File: config.mk
export PLATFORM = sky130hd
export DESIGN_NAME = freq_meter
export DESIGN_NICKNAME = d
export VERILOG_FILES = /design/src/rtl/freq_meter.sv
export SDC_FILE = /design/constraint.sdc
export NUM_CORES = 1
export LEC_CHECK = 0
export ABC_AREA = 1
export CORE_MARGIN = 2
export CORE_UTILIZATION = 61
export CTS_BUF_LIST = sky130_fd_sc_hd__clkbuf_4
export DETAILED_ROUTE_END_ITERATION = 12
export PLACE_DENSITY_LB_ADDON = 0.08
export SETUP_SLACK_MARGIN = 0.15
export SYNTH_ARGS = -nofsm -noshare
export SYNTH_HDL_FRONTEND = slang
export SYNTH_SLANG_ARGS = --single-unit
File: constraint.sdc
create_clock -name clk -period 1.9 [get_ports clk]
set_input_delay 0.38 -clock clk [delete_from_list [all_inputs] [get_ports clk]]
set_output_delay 0.38 -clock clk [all_outputs]
set_load 0.1 [all_outputs]
File: src/rtl/freq_meter.sv
// Gate-window frequency counter.
// Counts the rising edges of an asynchronous input over a fixed window of GATE_CYCLES clocks
// and reports the count. It saturates at the counter limit and flags that in overflow.
module freq_meter #(
  parameter int unsigned GATE_CYCLES = 100000000,
  parameter int unsigned GATE_W      = 27,
  parameter int unsigned CNT_W       = 27
) (
  input  logic             clk,
  input  logic             rst_n,
  input  logic             sig_in,
  input  logic             start,
  input  logic             continuous,
  output logic [CNT_W-1:0] freq_out,
  output logic             freq_valid,
  output logic             overflow,
  output logic             busy
);

  typedef enum logic [1:0] {StIdle, StGate, StDone} state_e;

  localparam logic [GATE_W-1:0] GateLast = GATE_W'(GATE_CYCLES - 1);
  localparam logic [CNT_W-1:0]  CntMax   = '1;

  state_e state_q, state_d;

  logic              s1_q, s2_q, s3_q;
  logic              rise;
  logic [GATE_W-1:0] gate_cnt_q;
  logic [CNT_W-1:0]  edge_cnt_q;
  logic              ovf_q;
  logic              gate_last;
  logic              win_clr;

  // Three-flop chain: s1/s2 resolve metastability, s3 delays s2 for edge detection.
  always_ff @(posedge clk or negedge rst_n) begin
    if (!rst_n) begin
      s1_q <= 1'b0;
      s2_q <= 1'b0;
      s3_q <= 1'b0;
    end else begin
      s1_q <= sig_in;
      s2_q <= s1_q;
      s3_q <= s2_q;
    end
  end

  assign rise      = s2_q & ~s3_q;
  assign gate_last = (gate_cnt_q == GateLast);

  // State register.
  always_ff @(posedge clk or negedge rst_n) begin
    if (!rst_n) begin
      state_q <= StIdle;
    end else begin
      state_q <= state_d;
    end
  end

  // Next-state logic. win_clr marks every entry into a fresh gate window.
  always_comb begin
    state_d = state_q;
    win_clr = 1'b0;
    unique case (state_q)
      StIdle: begin
        if (start || continuous) begin
          state_d = StGate;
          win_clr = 1'b1;
        end
      end
      StGate: begin
        // start is deliberately ignored here: no restart mid-window.
        if (gate_last) begin
          state_d = StDone;
        end
      end
      StDone: begin
        if (continuous) begin
          state_d = StGate;
          win_clr = 1'b1;
        end else begin
          state_d = StIdle;
        end
      end
      default: state_d = StIdle;
    endcase
  end

  // Gate and edge counters. Edges are counted only in GATE, so a rise in DONE is dropped.
  always_ff @(posedge clk or negedge rst_n) begin
    if (!rst_n) begin
      gate_cnt_q <= '0;
      edge_cnt_q <= '0;
      ovf_q      <= 1'b0;
    end else if (win_clr) begin
      gate_cnt_q <= '0;
      edge_cnt_q <= '0;
      ovf_q      <= 1'b0;
    end else if (state_q == StGate) begin
      gate_cnt_q <= gate_cnt_q + 1'b1;
      if (rise) begin
        if (edge_cnt_q == CntMax) begin
          ovf_q <= 1'b1;
        end else begin
          edge_cnt_q <= edge_cnt_q + 1'b1;
        end
      end
    end
  end

  // Registered outputs: the result is latched in DONE and becomes visible one cycle later.
  always_ff @(posedge clk or negedge rst_n) begin
    if (!rst_n) begin
      freq_out   <= '0;
      freq_valid <= 1'b0;
      overflow   <= 1'b0;
      busy       <= 1'b0;
    end else begin
      freq_valid <= (state_q == StDone);
      busy       <= (state_d == StGate);
      if (state_q == StDone) begin
        freq_out <= edge_cnt_q;
        overflow <= ovf_q;
      end
    end
  end

endmodule

==> results of run 1 <==
[cell type report]
type / count / area share (%)
Timing Repair Buffer: 57 / 10.61
Sequential cell: 90 / 39.85
Clock inverter: 7 / 1.769
Tap cell: 102 / 2.256
Clock buffer: 9 / 1.194
Multi-Input combinational cell: 468 / 39.96
Inverter: 65 / 4.356
[metal layers]
metal	global-route usage (%)	wire, um	share of wire [%]
met1	33.91	4658	41
met2	49.51	5996	53
met3	4.068	397	3.5
met4	11.69	221	2.0
met5	0	0	0
[kinds of logic (layout without fill, tap and decap cells)]
logic type	Yosys count	after routing	synth area share (%)
compound gates	68	68	8.298
flops	90	90	47.27
xor+xnor	12	12	2.206
buf+inv	78	138	6.880
fa+ha+maj	2	2	0.5251
simple gates	386	386	34.82
[worst max path at each step]
stage	from	to	slack, ns
after floorplan	edge_cnt_q[0]	edge_cnt_q[18]	0.29
after global placement	start	edge_cnt_q[19]	0.1
after detailed placement	start	edge_cnt_q[21]	0.03
after CTS	edge_cnt_q[1]	edge_cnt_q[12]	0.16
after global routing	gate_cnt_q[1]	gate_cnt_q[22]	0.07
final	edge_cnt_q[1]	edge_cnt_q[21]	0.21
[report_power, final]
group / switching (mW) / internal (mW) / total (mW)
logic: 0.440 / 0.277 / 0.716
clock network: 0.685 / 0.541 / 1.23
registers: 0.193 / 2.06 / 2.26
total: 1.32 / 2.88 / 4.20
[Yosys cell counts, drive strengths merged]
master    n
o21a      2
ha        2
a21oi    12
clkbuf    6
dfrtp    90
o21ai    51
nand3    48
nand3b    1
nand2   224
clkinv    1
inv      64
nor2     91
xor2     11
buf       7
o21bai    1
nor3      7
nand4    13
nor4      1
a31oi     2
nor3b     1
xnor2     1
[critical path, stage by stage, from the launching register on]
cell and delay (ns):
dfrtp_1 0.46, ha_4 0.19, inv_2 0.05, nor2_4 0.16, nand2_4 0.10, nor2_8 0.15, nand3_2 0.10, nand3_4 0.09
buf_12 0.18, nand2_1 0.09, o21ai_2 0.06
[flip-flops by register name, indices dropped and copies added (netlist names), 2 cells and up]
| signal | count |
|---|---|
| gate_cnt_q | 27 |
| freq_out | 27 |
| edge_cnt_q | 27 |
| state_q | 2 |
[what timing repair did]
| action | in CTS | in global routing |
|---|---|---|
| pin swaps | 0 | 1 |
| setup buffers | 2 | 2 |
| endpoints found under the setup margin | 27 | 32 |
| gates resized for setup | 3 | 18 |
| endpoints found under the hold margin | 27 | 0 |
| gates cloned | 0 | 0 |
| hold buffers | 1 | 0 |
[metrics by stage]
step / power (mW) / cell area, sq um
6_report: 4.199 / 5658
3_5_place_dp: 2.866 / 5369
5_1_grt: 4.400 / 5658
3_3_place_gp: 2.835 / 5369
2_1_floorplan: 2.644 / 4765
4_1_cts: 4.100 / 5568
==> results.sh, run 1 <==
export IMPL_ys_ff_latch=90
export IMPL_grt_ovfl_total=0
export IMPL_leakage_nw=2.665
export IMPL_finalSetupTns_ns=0
export IMPL_path_clk_slew_ns=0.15
export IMPL_nNetsFinal=698
export IMPL_synth_cells=636
export IMPL_multi_input_area_sq_um=2261
export IMPL_r2r_start="edge_cnt_q[1]"
export IMPL_cp_max_fo=21
export IMPL_yosysUniqueCellTypes=33
export IMPL_regArea_sq_um=2255
export IMPL_dieArea_sq_um=8534
export IMPL_num_rows=32
export IMPL_holdWs_ns=0.3630
export IMPL_finClkSkew_ns=0.02268
export IMPL_critPathLaunchType="flop"
export IMPL_postSynthAreaPerCell_sq_um=7.491
export IMPL_tritoncts="done"
export IMPL_route_detailed_wl_per_inst_um=14.13
export IMPL_arrival_ns=2.09
export IMPL_port_buffers=34
export IMPL_die_h_um=92.38
export IMPL_core_area_sq_um=7647
export IMPL_reg2reg_slack_ns=0.21
export IMPL_reg2reg_to="edge_cnt_q[21]"
export IMPL_cts_max_path_buffers=2
export IMPL_crit_required_ns=2.30
export IMPL_grt_total_usage_pct=27.89
export IMPL_synth_area_leaders="dfrtp_1, nand2_1, nor2_1"
export IMPL_tightest_slew_ns=0.4268
export IMPL_ios=35
export IMPL_yosysWarnings=0
export IMPL_root_buffer="clkbuf_4"
export IMPL_cap_violations=0
export IMPL_cts_sinks=90
export IMPL_hpwl_mm=8.207
export IMPL_end_kind="flop"
export IMPL_syn_area_sq_um=4765
export IMPL_vias=4341
export IMPL_holdPathStages=1
export IMPL_min_to="s1_q"
export IMPL_final_common_cell="nand2_1"
export IMPL_antenna_found_initial=0
export IMPL_cts_buffers=9
export IMPL_postSynthNetCount=643
export IMPL_critPathKind="reg2reg"
export IMPL_pre_cts_slack_ns=0.03041
export IMPL_yosysSeqAreaShare_pct=47.27
export IMPL_setup_viol=0
export IMPL_max_slew_margin_rel_pct=71.55
export IMPL_post_route_util_pct=73.99
export IMPL_place_congestion=0.9640
export IMPL_power_density_nw_per_um2=742.1
export IMPL_n_antenna_cell=0
export IMPL_grt_first_pass_wirelength_mm=18.97
export IMPL_final_critical_path_setup_slack_ns=0.2103
export IMPL_post_route_period_util_pct=88.93
export IMPL_instances_no_fill=798
export IMPL_h_tree_depth=3
export IMPL_wl_mm=11.27
export IMPL_insertion_delay_ns=0.46
export IMPL_drt_iter0_markers=238
export IMPL_min_path_type="in2reg"
export IMPL_grt_max_degree=46
export IMPL_dp_cells=777
export IMPL_grt_pass1_vias=4170
export IMPL_peakVddDrop_uv=681.9
export IMPL_yosysTopAreaCellShare_pct=47.27
export IMPL_grt_setup_unrepaired="yes"
export IMPL_min_from="sig_in"
export IMPL_yosysTopAreaCell="dfrtp_1"
export IMPL_fin_crit_ns=1.690
export IMPL_drc=0
export IMPL_firstDrtPassIters=5
export IMPL_die_w_um=92.38
export IMPL_final_hold_viol_count=0
export IMPL_final_cell_mix="nand2_1, dfrtp_1, nor2_1, inv_1, nand3_1"
export IMPL_drive_above_1_share_pct=17.39
export IMPL_max_freq_ghz=0.5918
export IMPL_ant_nets=0
export IMPL_outcome="finished, final reports clean"
export IMPL_rr_worst_depth=10
export IMPL_via_per_inst=5.440
export IMPL_synthToLayoutAreaGrowth_pct=18.75
export IMPL_finalMaxSlewViolations=0
export IMPL_fillers=581
export IMPL_start_util_pct=62.30
Power figures use the tool's default switching activity.
==> inputs of run 2 (changes only) <==
PLACE_DENSITY = 0.88   (was default)
PLACE_DENSITY_LB_ADDON = default   (was 0.08)
==> results.sh, run 2 (synthesis results as in run 1) <==
export IMPL_outcome="finished, final reports clean"
export IMPL_final_hold_viol_count=0
export IMPL_grt_pass1_vias=4100
export IMPL_dieArea_sq_um=8534
export IMPL_finClkSkew_ns=0.02685
export IMPL_die_w_um=92.38
export IMPL_grt_first_pass_wirelength_mm=19.03
export IMPL_rr_worst_depth=11
export IMPL_leakage_nw=2.672
export IMPL_path_clk_slew_ns=0.16
export IMPL_critPathLaunchType="flop"
export IMPL_cts_max_path_buffers=2
export IMPL_post_route_util_pct=73.51
export IMPL_critPathKind="reg2reg"
export IMPL_drc=0
export IMPL_use_met3_pct=4.719
export IMPL_start_util_pct=62.30
export IMPL_place_congestion=0.9500
export IMPL_power_density_nw_per_um2=722.9
export IMPL_arrival_ns=2.13
export IMPL_nNetsFinal=702
export IMPL_setup_viol=0
export IMPL_ios=35
export IMPL_peakVddDrop_uv=442.3
export IMPL_tightest_slew_ns=0.4734
export IMPL_max_slew_margin_rel_pct=68.44
export IMPL_max_freq_ghz=0.5846
export IMPL_vias=4366
export IMPL_busiest_layer="met2"
export IMPL_cap_violations=0
export IMPL_die_h_um=92.38
export IMPL_drive_above_1_share_pct=18.14
export IMPL_fin_crit_ns=1.711
export IMPL_finalSetupTns_ns=0
export IMPL_antenna_found_initial=0
export IMPL_final_cell_mix="nand2_1, dfrtp_1, nor2_1, inv_1, buf_4"
export IMPL_grt_setup_unrepaired="yes"
export IMPL_tritoncts="done"
export IMPL_hpwl_mm=8.407
export IMPL_finalMaxSlewViolations=0
export IMPL_post_route_period_util_pct=90.03
export IMPL_root_buffer="clkbuf_4"
export IMPL_synthToLayoutAreaGrowth_pct=17.99
export IMPL_num_rows=32
export IMPL_top_regs="edge_cnt_q x27, freq_out x27, gate_cnt_q x27"
export IMPL_grt_total_usage_pct=28.20
export IMPL_insertion_delay_ns=0.48
export IMPL_core_area_sq_um=7647
export IMPL_drt_iter0_markers=260
export IMPL_end_kind="flop"
export IMPL_via_per_inst=5.444
export IMPL_ant_nets=0
export IMPL_cts_buffers=9
export IMPL_n_antenna_cell=0
export IMPL_grt_use_met2_pct=50.97
export IMPL_r2r_start="gate_cnt_q[0]"
export IMPL_endpoint="gate_cnt_q[22]"
export IMPL_h_tree_depth=3
export IMPL_final_common_cell="nand2_1"
export IMPL_reg2reg_to="gate_cnt_q[22]"
export IMPL_route_detailed_wl_per_inst_um=14.35
export IMPL_firstDrtPassIters=5
export IMPL_cts_sinks=90
export IMPL_port_buffers=34
export IMPL_gr_usage_met1_pct=34.43
export IMPL_wl_mm=11.51
export IMPL_grt_ovfl_total=0
export IMPL_reg2reg_slack_ns=0.19
export IMPL_min_path_type="in2reg"
export IMPL_crit_required_ns=2.32
export IMPL_cp_startpoint="gate_cnt_q[0]"
export IMPL_cp_max_fo=4
export IMPL_grt_max_degree=46
## run 2: cell count changes in the layout (fill, tap and decap cells not counted), sizes merged
cell      delta
clkinvlp     -3
bufinv       -2
buf          +4
clkinv       +2
inv          +3
## run 2: through the flow
step / hold slack (ns) / instances / instance area [sq um] / setup WS (ns) / power, mW
4_1_cts: 0.3250 / 797 / 5522 / 0.1547 / 3.936
3_3_place_gp: 0.3419 / 780 / 5366 / 0.08444 / 2.849
3_5_place_dp: 0.3449 / 780 / 5366 / 0.03573 / 2.900
6_report: 0.3225 / 802 / 5622 / 0.1894 / 4.064
2_1_floorplan: 0.08441 / 636 / 4765 / 0.2916 / 2.644
5_1_grt: 0.3104 / 802 / 5622 / 0.08073 / 4.252
## run 2: worst min path at each step
| stage | to | startpoint | depth (start not counted) |
|---|---|---|---|
| final | s1_q | sig_in | 1 |
| after global routing | s1_q | sig_in | 1 |
| after CTS | s1_q | sig_in | 1 |
| after detailed placement | s2_q | s1_q | 0 |
| after global placement | s2_q | s1_q | 0 |
| after floorplan | busy | rst_n | 0 |
## run 2: cell type report
cell class                 instances  area [sq um]
sequential                        90          2258
tap                              102         127.6
multi-input combinational        468          2252
clock inverter                     7         66.31
timing repair buffer              61         605.6
fill                             558          2026
clock buffer                       9         67.56
inverter                          65         244.0
## run 2: timing repair
item,in CTS,in global routing
hold endpoints to repair,32,0
buffers inserted,0,5
hold buffers,1,0
pin swaps,0,3
setup endpoints to repair,28,35
gates resized for setup,4,16
## run 2: power breakdown
part / internal (mW) / switching [mW]
combinational: 0.300 / 0.447
sequential: 2.07 / 0.196
clock: 0.306 / 0.747
total: 2.67 / 1.39
## run 2: critical path, stage by stage, from the launching register on
cell and delay [ns]:
dfrtp_1 0.46, ha_4 0.18, inv_1 0.06, nor2_2 0.14
nand2_1 0.12, nor2_2 0.15, nand2_1 0.14, nor2_4 0.15
nand2_1 0.08, nand2_1 0.06, nand2_1 0.04, nor2_1 0.08
## run 2: layer usage
layer	routed length (um)	share of wire (%)	up-vias
li1	-	-	2135
met1	4627	40	2054
met2	6013	52	140
met3	588	5.1	37
met4	276	2.4	0
met5	0	0	-
==> inputs of run 3 (changes only) <==
PLACE_DENSITY = 0.83   (was 0.88)
==> results.sh, run 3 (synthesis results as in run 1) <==
export IMPL_cpMaxStageDelayCell="dfrtp_1"
export IMPL_reg2reg_to="gate_cnt_q[22]"
export IMPL_power_density_nw_per_um2=703.9
export IMPL_start_util_pct=62.30
export IMPL_insertion_delay_ns=0.44
export IMPL_num_rows=32
export IMPL_final_cell_mix="nand2_1, dfrtp_1, nor2_1, inv_1, buf_4"
export IMPL_dp_cells=780
export IMPL_cap_violations=0
export IMPL_max_freq_ghz=0.5847
export IMPL_cts_sinks=90
export IMPL_drive_above_1_share_pct=17.02
export IMPL_ios=35
export IMPL_critPathLaunchType="flop"
export IMPL_n_antenna_cell=0
export IMPL_critPathKind="reg2reg"
export IMPL_end_kind="flop"
export IMPL_finalPower_mw=3.929
export IMPL_top_regs="edge_cnt_q x27, freq_out x27, gate_cnt_q x27"
export IMPL_vias=4249
export IMPL_wl_mm=11.22
export IMPL_via_per_inst=5.305
export IMPL_port_buffers=34
export IMPL_post_dp_cell_area_sq_um=5354
export IMPL_final_critical_path_setup_slack_ns=0.1896
export IMPL_grt_first_pass_wirelength_mm=18.59
export IMPL_ant_nets=0
export IMPL_outcome="finished, final reports clean"
export IMPL_firstDrtPassIters=5
export IMPL_root_buffer="clkbuf_4"
export IMPL_final_common_cell="nand2_1"
export IMPL_path_clk_slew_ns=0.14
export IMPL_reg2reg_slack_ns=0.19
export IMPL_cp_cell_sequence="ha_4, inv_1, nor2_2, nand2_1, nor2_2, nand2_2, nor2_4, nand2_1, nor2_1, nor2_1"
export IMPL_drt_iter0_markers=248
export IMPL_cpPeakStageDelay_ns=0.44
export IMPL_drc=0
export IMPL_antenna_found_initial=0
export IMPL_holdWs_ns=0.3693
export IMPL_dieArea_sq_um=8534
export IMPL_fin_crit_ns=1.710
export IMPL_stdcell_area_sq_um=5582
export IMPL_nNetsFinal=701
export IMPL_grt_total_usage_pct=27.53
export IMPL_die_h_um=92.38
export IMPL_grt_max_degree=46
export IMPL_cts_max_path_buffers=2
export IMPL_setup_viol=0
export IMPL_cts_buffers=9
export IMPL_leakage_nw=2.655
export IMPL_peakVddDrop_uv=405.9
export IMPL_tightest_slew_ns=0.5060
export IMPL_grt_pass1_vias=4059
export IMPL_finalSetupTns_ns=0
export IMPL_min_from="s1_q"
export IMPL_route_detailed_wl_per_inst_um=14.00
export IMPL_arrival_ns=2.04
export IMPL_min_to="s2_q"
export IMPL_finalMaxSlewViolations=0
export IMPL_place_congestion=0.9264
export IMPL_post_route_period_util_pct=90.02
export IMPL_synthToLayoutAreaGrowth_pct=17.15
export IMPL_cp_max_fo=4
export IMPL_pre_cts_slack_ns=-0.01125
export IMPL_grt_setup_unrepaired="yes"
export IMPL_post_route_util_pct=72.99
export IMPL_h_tree_depth=3
export IMPL_die_w_um=92.38
export IMPL_crit_required_ns=2.23
export IMPL_grt_ovfl_total=0
export IMPL_r2r_start="gate_cnt_q[1]"
export IMPL_finClkSkew_ns=0.01872
export IMPL_rr_worst_depth=10
export IMPL_max_slew_margin_rel_pct=66.01
export IMPL_min_path_type="reg2reg"
export IMPL_fillers=607
export IMPL_final_hold_viol_count=0
export IMPL_instances_no_fill=801
export IMPL_hpwl_mm=8.453
export IMPL_tritoncts="done"
export IMPL_core_area_sq_um=7647
export IMPL_holdPathStages=0
run 3: how the worst max path moves through the flow:
stage | from | end | cells after the start | slack [ns]
floorplan | edge_cnt_q[0] | edge_cnt_q[18] | 9 | 0.29
global placement | start | edge_cnt_q[19] | 10 | 0.07
detailed placement | start | edge_cnt_q[10] | 9 | -0.01
CTS | edge_cnt_q[1] | edge_cnt_q[10] | 10 | 0.16
global route | gate_cnt_q[0] | gate_cnt_q[22] | 10 | 0.06
finish | gate_cnt_q[1] | gate_cnt_q[22] | 10 | 0.19
run 3: area by class of cell:
cell class,instances,area [sq um],share of cell area [%]
multi-input cells,468,2255,40.39
flip-flops and latches,90,2256,40.42
repair buffers,60,585.6,10.49
clock buffers,9,67.56,1.210
inverters,65,246.5,4.416
well taps,102,127.6,2.286
clock inverters,7,43.79,0.7846
run 3: repair_timing:
| action | CTS | global route |
|---|---|---|
| pin swaps | 0 | 5 |
| resized for setup | 3 | 16 |
| hold buffers | 1 | 0 |
| setup buffers | 2 | 2 |
| setup endpoints to repair | 25 | 35 |
| hold endpoints to repair | 27 | 0 |
run 3: per-layer routing:
layer  vias up  part of all wire, %  global-route usage, %
met2       115                   52                  49.27
met3        25                  3.8                  4.312
met1      1973                   42                  33.30
met5         -                    0                      0
met4         0                  2.4                  10.70
li1       2136                    -                      -
run 3: critical path, delay by kind of cell, from the launching register on:
family        cells  cell delay, ns
simple gates      8            0.92
flops             1            0.44
buf+inv           1            0.06
fa+ha+maj         1            0.18
run 3: power breakdown:
| part | switching (mW) | internal (mW) | leakage [nW] |
|---|---|---|---|
| clock network | 0.665 | 0.269 | 0.0655 |
| logic | 0.436 | 0.287 | 1.37 |
| registers | 0.206 | 2.07 | 1.22 |
| total | 1.31 | 2.62 | 2.65 |
